File: config.mk
export PLATFORM = sky130hd
export DESIGN_NAME = mc_ctrl_fsm
export DESIGN_NICKNAME = d
export VERILOG_FILES = /design/src/rtl/mc_pkg.sv /design/src/rtl/mc_decode.sv /design/src/rtl/mc_ctrl_fsm.sv
export SDC_FILE = /design/constraint.sdc
export NUM_CORES = 1
export LEC_CHECK = 0
export BUFFER_PORTS_ARGS = -buffer_cell sky130_fd_sc_hd__buf_4
export CAP_MARGIN = 20
export CORE_MARGIN = 2
export CORE_UTILIZATION = 25
export DETAILED_ROUTE_END_ITERATION = 16
export HOLD_SLACK_MARGIN = 0.08
export PLACE_DENSITY = 0.55
export SLEW_MARGIN = 0
export SYNTH_ARGS = -nofsm -noshare
export SYNTH_HDL_FRONTEND = slang
export SYNTH_HIERARCHICAL = 1
export SYNTH_SLANG_ARGS = --single-unit
File: constraint.sdc
create_clock -name clk -period 3.3 [get_ports clk]
set_clock_uncertainty 0.2 [all_clocks]
set_input_delay 0.66 -clock clk [delete_from_list [all_inputs] [get_ports clk]]
set_output_delay 0.66 -clock clk [all_outputs]
set_load 0.01 [all_outputs]
File: src/rtl/mc_pkg.sv
// Shared encodings for the multicycle MIPS control sequencer: states,
// instruction classes, opcode/funct fields and the control-code values.
package mc_pkg;

  typedef enum logic [2:0] {
    S_IF, S_ID, S_EX, S_MEM, S_WB, S_HALT
  } state_t;

  typedef enum logic [2:0] {
    CL_NONE, CL_BRANCH, CL_J, CL_JR, CL_JAL, CL_ALU, CL_LW, CL_SW
  } iclass_t;

  localparam logic [5:0] OP_RTYPE  = 6'b000000;
  localparam logic [5:0] OP_REGIMM = 6'b000001;
  localparam logic [5:0] OP_J      = 6'b000010;
  localparam logic [5:0] OP_JAL    = 6'b000011;
  localparam logic [5:0] OP_BEQ    = 6'b000100;
  localparam logic [5:0] OP_BNE    = 6'b000101;
  localparam logic [5:0] OP_BLEZ   = 6'b000110;
  localparam logic [5:0] OP_BGTZ   = 6'b000111;
  localparam logic [5:0] OP_ADDIU  = 6'b001001;
  localparam logic [5:0] OP_ORI    = 6'b001101;
  localparam logic [5:0] OP_LUI    = 6'b001111;
  localparam logic [5:0] OP_LW     = 6'b100011;
  localparam logic [5:0] OP_SW     = 6'b101011;

  localparam logic [5:0] FN_JR     = 6'b001000;
  localparam logic [5:0] FN_ADDU   = 6'b100001;
  localparam logic [5:0] FN_SUBU   = 6'b100011;
  localparam logic [5:0] FN_AND    = 6'b100100;
  localparam logic [5:0] FN_OR     = 6'b100101;
  localparam logic [5:0] FN_SLT    = 6'b101010;

  localparam logic [4:0] RT_BLTZ   = 5'b00000;
  localparam logic [4:0] RT_BGEZ   = 5'b00001;

  localparam logic [2:0] BR_NONE   = 3'b000;
  localparam logic [2:0] BR_BLTZ   = 3'b010;
  localparam logic [2:0] BR_BGEZ   = 3'b011;
  localparam logic [2:0] BR_BEQ    = 3'b100;
  localparam logic [2:0] BR_BNE    = 3'b101;
  localparam logic [2:0] BR_BLEZ   = 3'b110;
  localparam logic [2:0] BR_BGTZ   = 3'b111;

  localparam logic [2:0] ALU_ADD   = 3'b000;
  localparam logic [2:0] ALU_SUB   = 3'b001;
  localparam logic [2:0] ALU_AND   = 3'b010;
  localparam logic [2:0] ALU_OR    = 3'b011;
  localparam logic [2:0] ALU_SLT   = 3'b100;
  localparam logic [2:0] ALU_LUI   = 3'b101;

  localparam logic [1:0] RD_RT     = 2'd0;
  localparam logic [1:0] RD_RD     = 2'd1;
  localparam logic [1:0] RD_RA     = 2'd2;

  localparam logic [1:0] WB_ALU    = 2'd0;
  localparam logic [1:0] WB_MEM    = 2'd1;
  localparam logic [1:0] WB_PC4    = 2'd2;

endpackage

File: src/rtl/mc_decode.sv
// Combinational instruction decoder: opcode/funct/rt to instruction class
// and the control codes the sequencer latches in ID.
module mc_decode
  import mc_pkg::*;
(
  input  logic [5:0] opcode,
  input  logic [5:0] funct,
  input  logic [4:0] rt,
  output iclass_t    cls,
  output logic [2:0] branch_op,
  output logic [2:0] alu_op,
  output logic       alu_src_imm,
  output logic [1:0] reg_dst,
  output logic [1:0] wb_sel,
  output logic       illegal
);

  always_comb begin
    cls         = CL_NONE;
    branch_op   = BR_NONE;
    alu_op      = ALU_ADD;
    alu_src_imm = 1'b0;
    reg_dst     = RD_RT;
    wb_sel      = WB_ALU;
    illegal     = 1'b0;
    case (opcode)
      OP_RTYPE: begin
        cls     = CL_ALU;
        reg_dst = RD_RD;
        case (funct)
          FN_JR:   begin cls = CL_JR; reg_dst = RD_RT; end
          FN_ADDU: alu_op = ALU_ADD;
          FN_SUBU: alu_op = ALU_SUB;
          FN_AND:  alu_op = ALU_AND;
          FN_OR:   alu_op = ALU_OR;
          FN_SLT:  alu_op = ALU_SLT;
          default: begin cls = CL_NONE; reg_dst = RD_RT; illegal = 1'b1; end
        endcase
      end
      OP_REGIMM: begin
        if (rt == RT_BLTZ) begin
          cls = CL_BRANCH; branch_op = BR_BLTZ; alu_op = ALU_SUB;
        end else if (rt == RT_BGEZ) begin
          cls = CL_BRANCH; branch_op = BR_BGEZ; alu_op = ALU_SUB;
        end else begin
          illegal = 1'b1;
        end
      end
      OP_BEQ:  begin cls = CL_BRANCH; branch_op = BR_BEQ;  alu_op = ALU_SUB; end
      OP_BNE:  begin cls = CL_BRANCH; branch_op = BR_BNE;  alu_op = ALU_SUB; end
      OP_BLEZ: begin cls = CL_BRANCH; branch_op = BR_BLEZ; alu_op = ALU_SUB; end
      OP_BGTZ: begin cls = CL_BRANCH; branch_op = BR_BGTZ; alu_op = ALU_SUB; end
      OP_J:    cls = CL_J;
      OP_JAL:  begin cls = CL_JAL; reg_dst = RD_RA; wb_sel = WB_PC4; end
      OP_ADDIU: begin cls = CL_ALU; alu_op = ALU_ADD; alu_src_imm = 1'b1; end
      OP_ORI:   begin cls = CL_ALU; alu_op = ALU_OR;  alu_src_imm = 1'b1; end
      OP_LUI:   begin cls = CL_ALU; alu_op = ALU_LUI; alu_src_imm = 1'b1; end
      OP_LW:    begin cls = CL_LW; alu_src_imm = 1'b1; wb_sel = WB_MEM; end
      OP_SW:    begin cls = CL_SW; alu_src_imm = 1'b1; end
      default:  illegal = 1'b1;
    endcase
  end

endmodule

File: src/rtl/mc_ctrl_fsm.sv
// Multicycle IF/ID/EX/MEM/WB control sequencer with memory handshake,
// next-PC controls, write strobes and a retired-instruction counter.
module mc_ctrl_fsm
  import mc_pkg::*;
(
  input  logic        clk,
  input  logic        rst,
  input  logic [5:0]  opcode,
  input  logic [5:0]  funct,
  input  logic [4:0]  rt,
  input  logic        mem_ready,
  output logic        mem_req,
  output logic        mem_we,
  output logic        ir_we,
  output logic        pc_we,
  output logic        isj,
  output logic        isjr,
  output logic [2:0]  branch_op,
  output logic [2:0]  alu_op,
  output logic        alu_src_imm,
  output logic        reg_we,
  output logic [1:0]  reg_dst,
  output logic [1:0]  wb_sel,
  output logic        halted,
  output logic [31:0] retired
);

  state_t     state_q, state_d;
  iclass_t    cls_q;
  logic [2:0] branch_q;

  iclass_t    dec_cls;
  logic [2:0] dec_br, dec_alu;
  logic       dec_imm, dec_ill;
  logic [1:0] dec_rd, dec_wb;

  mc_decode u_decode (
    .opcode      (opcode),
    .funct       (funct),
    .rt          (rt),
    .cls         (dec_cls),
    .branch_op   (dec_br),
    .alu_op      (dec_alu),
    .alu_src_imm (dec_imm),
    .reg_dst     (dec_rd),
    .wb_sel      (dec_wb),
    .illegal     (dec_ill)
  );

  always_ff @(posedge clk or posedge rst) begin
    if (rst) state_q <= S_IF;
    else     state_q <= state_d;
  end

  always_ff @(posedge clk or posedge rst) begin
    if (rst) begin
      cls_q       <= CL_NONE;
      branch_q    <= BR_NONE;
      alu_op      <= ALU_ADD;
      alu_src_imm <= 1'b0;
      reg_dst     <= RD_RT;
      wb_sel      <= WB_ALU;
    end else if (state_q == S_ID) begin
      cls_q       <= dec_cls;
      branch_q    <= dec_br;
      alu_op      <= dec_alu;
      alu_src_imm <= dec_imm;
      reg_dst     <= dec_rd;
      wb_sel      <= dec_wb;
    end
  end

  always_ff @(posedge clk or posedge rst) begin
    if (rst)        retired <= '0;
    else if (pc_we) retired <= retired + 32'd1;
  end

  always_comb begin
    state_d = state_q;
    case (state_q)
      S_IF:  if (mem_ready) state_d = S_ID;
      S_ID:  state_d = dec_ill ? S_HALT : S_EX;
      S_EX: begin
        case (cls_q)
          CL_BRANCH, CL_J, CL_JR: state_d = S_IF;
          CL_JAL, CL_ALU:         state_d = S_WB;
          CL_LW, CL_SW:           state_d = S_MEM;
          default:                state_d = S_HALT;
        endcase
      end
      S_MEM: if (mem_ready) state_d = (cls_q == CL_SW) ? S_IF : S_WB;
      S_WB:  state_d = S_IF;
      default: state_d = S_HALT;
    endcase
  end

  // State is already IF while rst is high, so every strobe is masked by rst
  // to keep all outputs at zero for the whole reset interval.
  always_comb begin
    mem_req   = 1'b0;
    mem_we    = 1'b0;
    ir_we     = 1'b0;
    pc_we     = 1'b0;
    isj       = 1'b0;
    isjr      = 1'b0;
    branch_op = BR_NONE;
    reg_we    = 1'b0;
    halted    = 1'b0;
    if (!rst) begin
      case (state_q)
        S_IF: begin
          mem_req = 1'b1;
          ir_we   = mem_ready;
        end
        S_EX: begin
          case (cls_q)
            CL_BRANCH: begin branch_op = branch_q; pc_we = 1'b1; end
            CL_J:      begin isj = 1'b1;  pc_we = 1'b1; end
            CL_JR:     begin isjr = 1'b1; pc_we = 1'b1; end
            default:   ;
          endcase
        end
        S_MEM: begin
          mem_req = 1'b1;
          mem_we  = (cls_q == CL_SW);
          pc_we   = (cls_q == CL_SW) && mem_ready;
        end
        S_WB: begin
          reg_we = 1'b1;
          pc_we  = 1'b1;
          isj    = (cls_q == CL_JAL);
        end
        S_HALT:  halted = 1'b1;
        default: ;
      endcase
    end
  end

endmodule

==> flow_summary.ini <==
[placement]
dp_hpwl_um = 5070
numPortBuffers = 70
place_ws_ns = 0.472
gp_congestion = 0.800
dp.cells = 483

[synthesis]
synth_edf_count = 0
syn_area_mm2 = 0.00285
ys_seq_area_share_pct = 43.0
syn_area_per_cell_um2 = 10.3
async_flop_share_pct = 100
synth.distinct_cells = 54
mappedNetlistNets = 299
yosysWarnings = 6
synth_cells = 278
dominantRegCellSynth = dfrtp_1
synth-seq-cells = 49

[sta]
worst_slack_ns = 0.385
max_slew.worst_pin.slew_ns = 0.807
slew_violations = 0
finalSetupTns_ns = 0
max_slew_margin_pct = 46.2
rsz0062_at_grt = false
fin_crit_sh_pct = 88.3
hold_viol = 0
setup_viol = 0
min_period_ns = 2.92
maxClockFrequency_ghz = 0.343
whs_ns = 0.278

[finish]
antennaDiodeCount = 0
final_cell_mix = 72 x buf_4, 49 x dfrtp_1, 26 x nor2_1
layout_commonest_cell = buf_4
final_nets = 368
drive_gt1_share_pct = 35.3
stdcell_count = 491
area_growth_pct = 28.1

[clock_tree]
clk_path_buf_depth = 2
cts-buffers-inserted = 5
cts_tree = done
path_clk_slew_ns = 0.07
cts.sinks = 49
clk_latency_ns = 0.29
cts_max_level = 2
cts-resized-gates = 0
cts_hold_buffers = 0
root_buffer = clkbuf_16
cts_setup_buffers = 0

[floorplan]
fp.dieH_um = 111
initial_core_util_pct = 25.3
num_rows = 39
io-pin-count = 71
dieArea_mm2 = 0.0123
fp.coreArea_mm2 = 0.0113
fp.dieW_um = 111

[hold_path]
min_from = retired[31]
hp-class = register to register

[routing]
wl_um = 6740
avgViaCountPerCell = 4.59
drt_iter0_markers = 109
vias = 2253
postRouteAntennaNets = 0
route.detailed.drc = 0
drtPass1Iterations = 4
wl_per_cell_um = 13.7

[critical_path]
end_kind = output pin
arrival_ns = 2.06
critPathLaunch = state_q[2]
timing.rr.start = state_q[2]
start_kind = register
critPathMaxFanout = 12
crit_type = register to output pin
critPathRequiredTime_ns = 2.44

[grt]
grt_first_pass_wirelength_um = 11300
grt-ovfl-total = 0
gr-usage-all-layers_pct = 11.1
grt_pass1_vias = 2183
grt_max_degree = 50
antenna_found_initial = 0

[power]
ir_drop_mv = 0.237
total_power_uw = 1390
cellLeakagePower_uw = 0.00174
powerDensity_mw_per_mm2 = 380

[job]
cap_violations = 0

[run_status]
outcome = finished clean
==> per-layer routing <==
layer	up-vias	GRT usage (%)	share of wire [%]
met3	8	2.30	3.5
li1	1124	-	-
met4	0	3.08	1.4
met1	1083	15.4	49
met5	-	0	0
met2	38	17.7	46
==> state kept, by name, summed over array words and instances (netlist names) <==
register	count
alu_op	3
alu_src_imm	1
branch_q	3
cls_q	3
reg_dst	2
retired	32
state_q	3
wb_sel	2
==> logic make-up (layout without fill, tap and decap cells) <==
family,count (synthesis),in the layout,synth area share (%)
simple gates,128,128,29.0
compound gates,29,29,7.28
fa+ha+maj,1,1,0.438
mux,15,15,5.92
buf+inv,22,92,3.99
xor+xnor,34,34,10.4
flops,49,49,43.0
==> worst max-delay path, stage by stage (launching register included) <==
cell and delay, ns:
dfrtp_1 0.51, or3b_4 0.47, nor3b_1 0.46, and2_1 0.21, buf_4 0.12
==> path summary, 6_finish.rpt <==
kind | to | slack (ns) | depth (start not counted)
worst max-delay path | branch_op[2] | 0.38 | 4
worst min-delay path | retired[31] | 0.28 | 1
worst max register to register | retired[22] | 0.87 | 5
worst min register to register | retired[31] | 0.28 | 1
max in group asynchronous | reg_dst[0] | 2.09 | 3
min in group asynchronous | retired[20] | 0.38 | 3
==> cell usage after synthesis (5+ instances only) <==
master     n  area share (%)
dfrtp_1   49              43
nor2_1    26             3.4
xor2_1    22             6.8
mux2_2    15             5.9
nand2_1   15             2.0
nand3_1   13             2.3
inv_1     12             1.6
xnor2_1   12             3.7
nor3_1    11             1.9
nand4_1    9             2.0
nor3_2     8             2.8
o21ai_0    8             1.4
a21oi_1    7             1.2
nor2b_1    6             1.3
nand2b_1   5             1.1
==> layout make-up <==
| class | instances | area (um2) |
|---|---|---|
| clock buffers | 5 | 125 |
| inverters | 12 | 45.0 |
| clock inverters | 3 | 26.3 |
| repair buffers | 72 | 541 |
| multi-input cells | 207 | 1510 |
| well taps | 143 | 179 |
| flip-flops and latches | 49 | 1230 |
| fillers | 1164 | 7620 |
==> power breakdown <==
group	switching, uW	internal [uW]	total [uW]
registers	49.6	636	686
clock network	242	287	528
logic	82.3	92.9	175
total	374	1020	1390
==> per-stage QoR <==
step | utilization (%) | instance area [um2]
final | 32.4 | 3660
after global routing | 32.4 | 3660
after CTS | 32.4 | 3660
after detailed placement | 31.1 | 3500
after global placement | 31.1 | 3500
after floorplan | - | 2850
(Power assumes the default switching activity.)
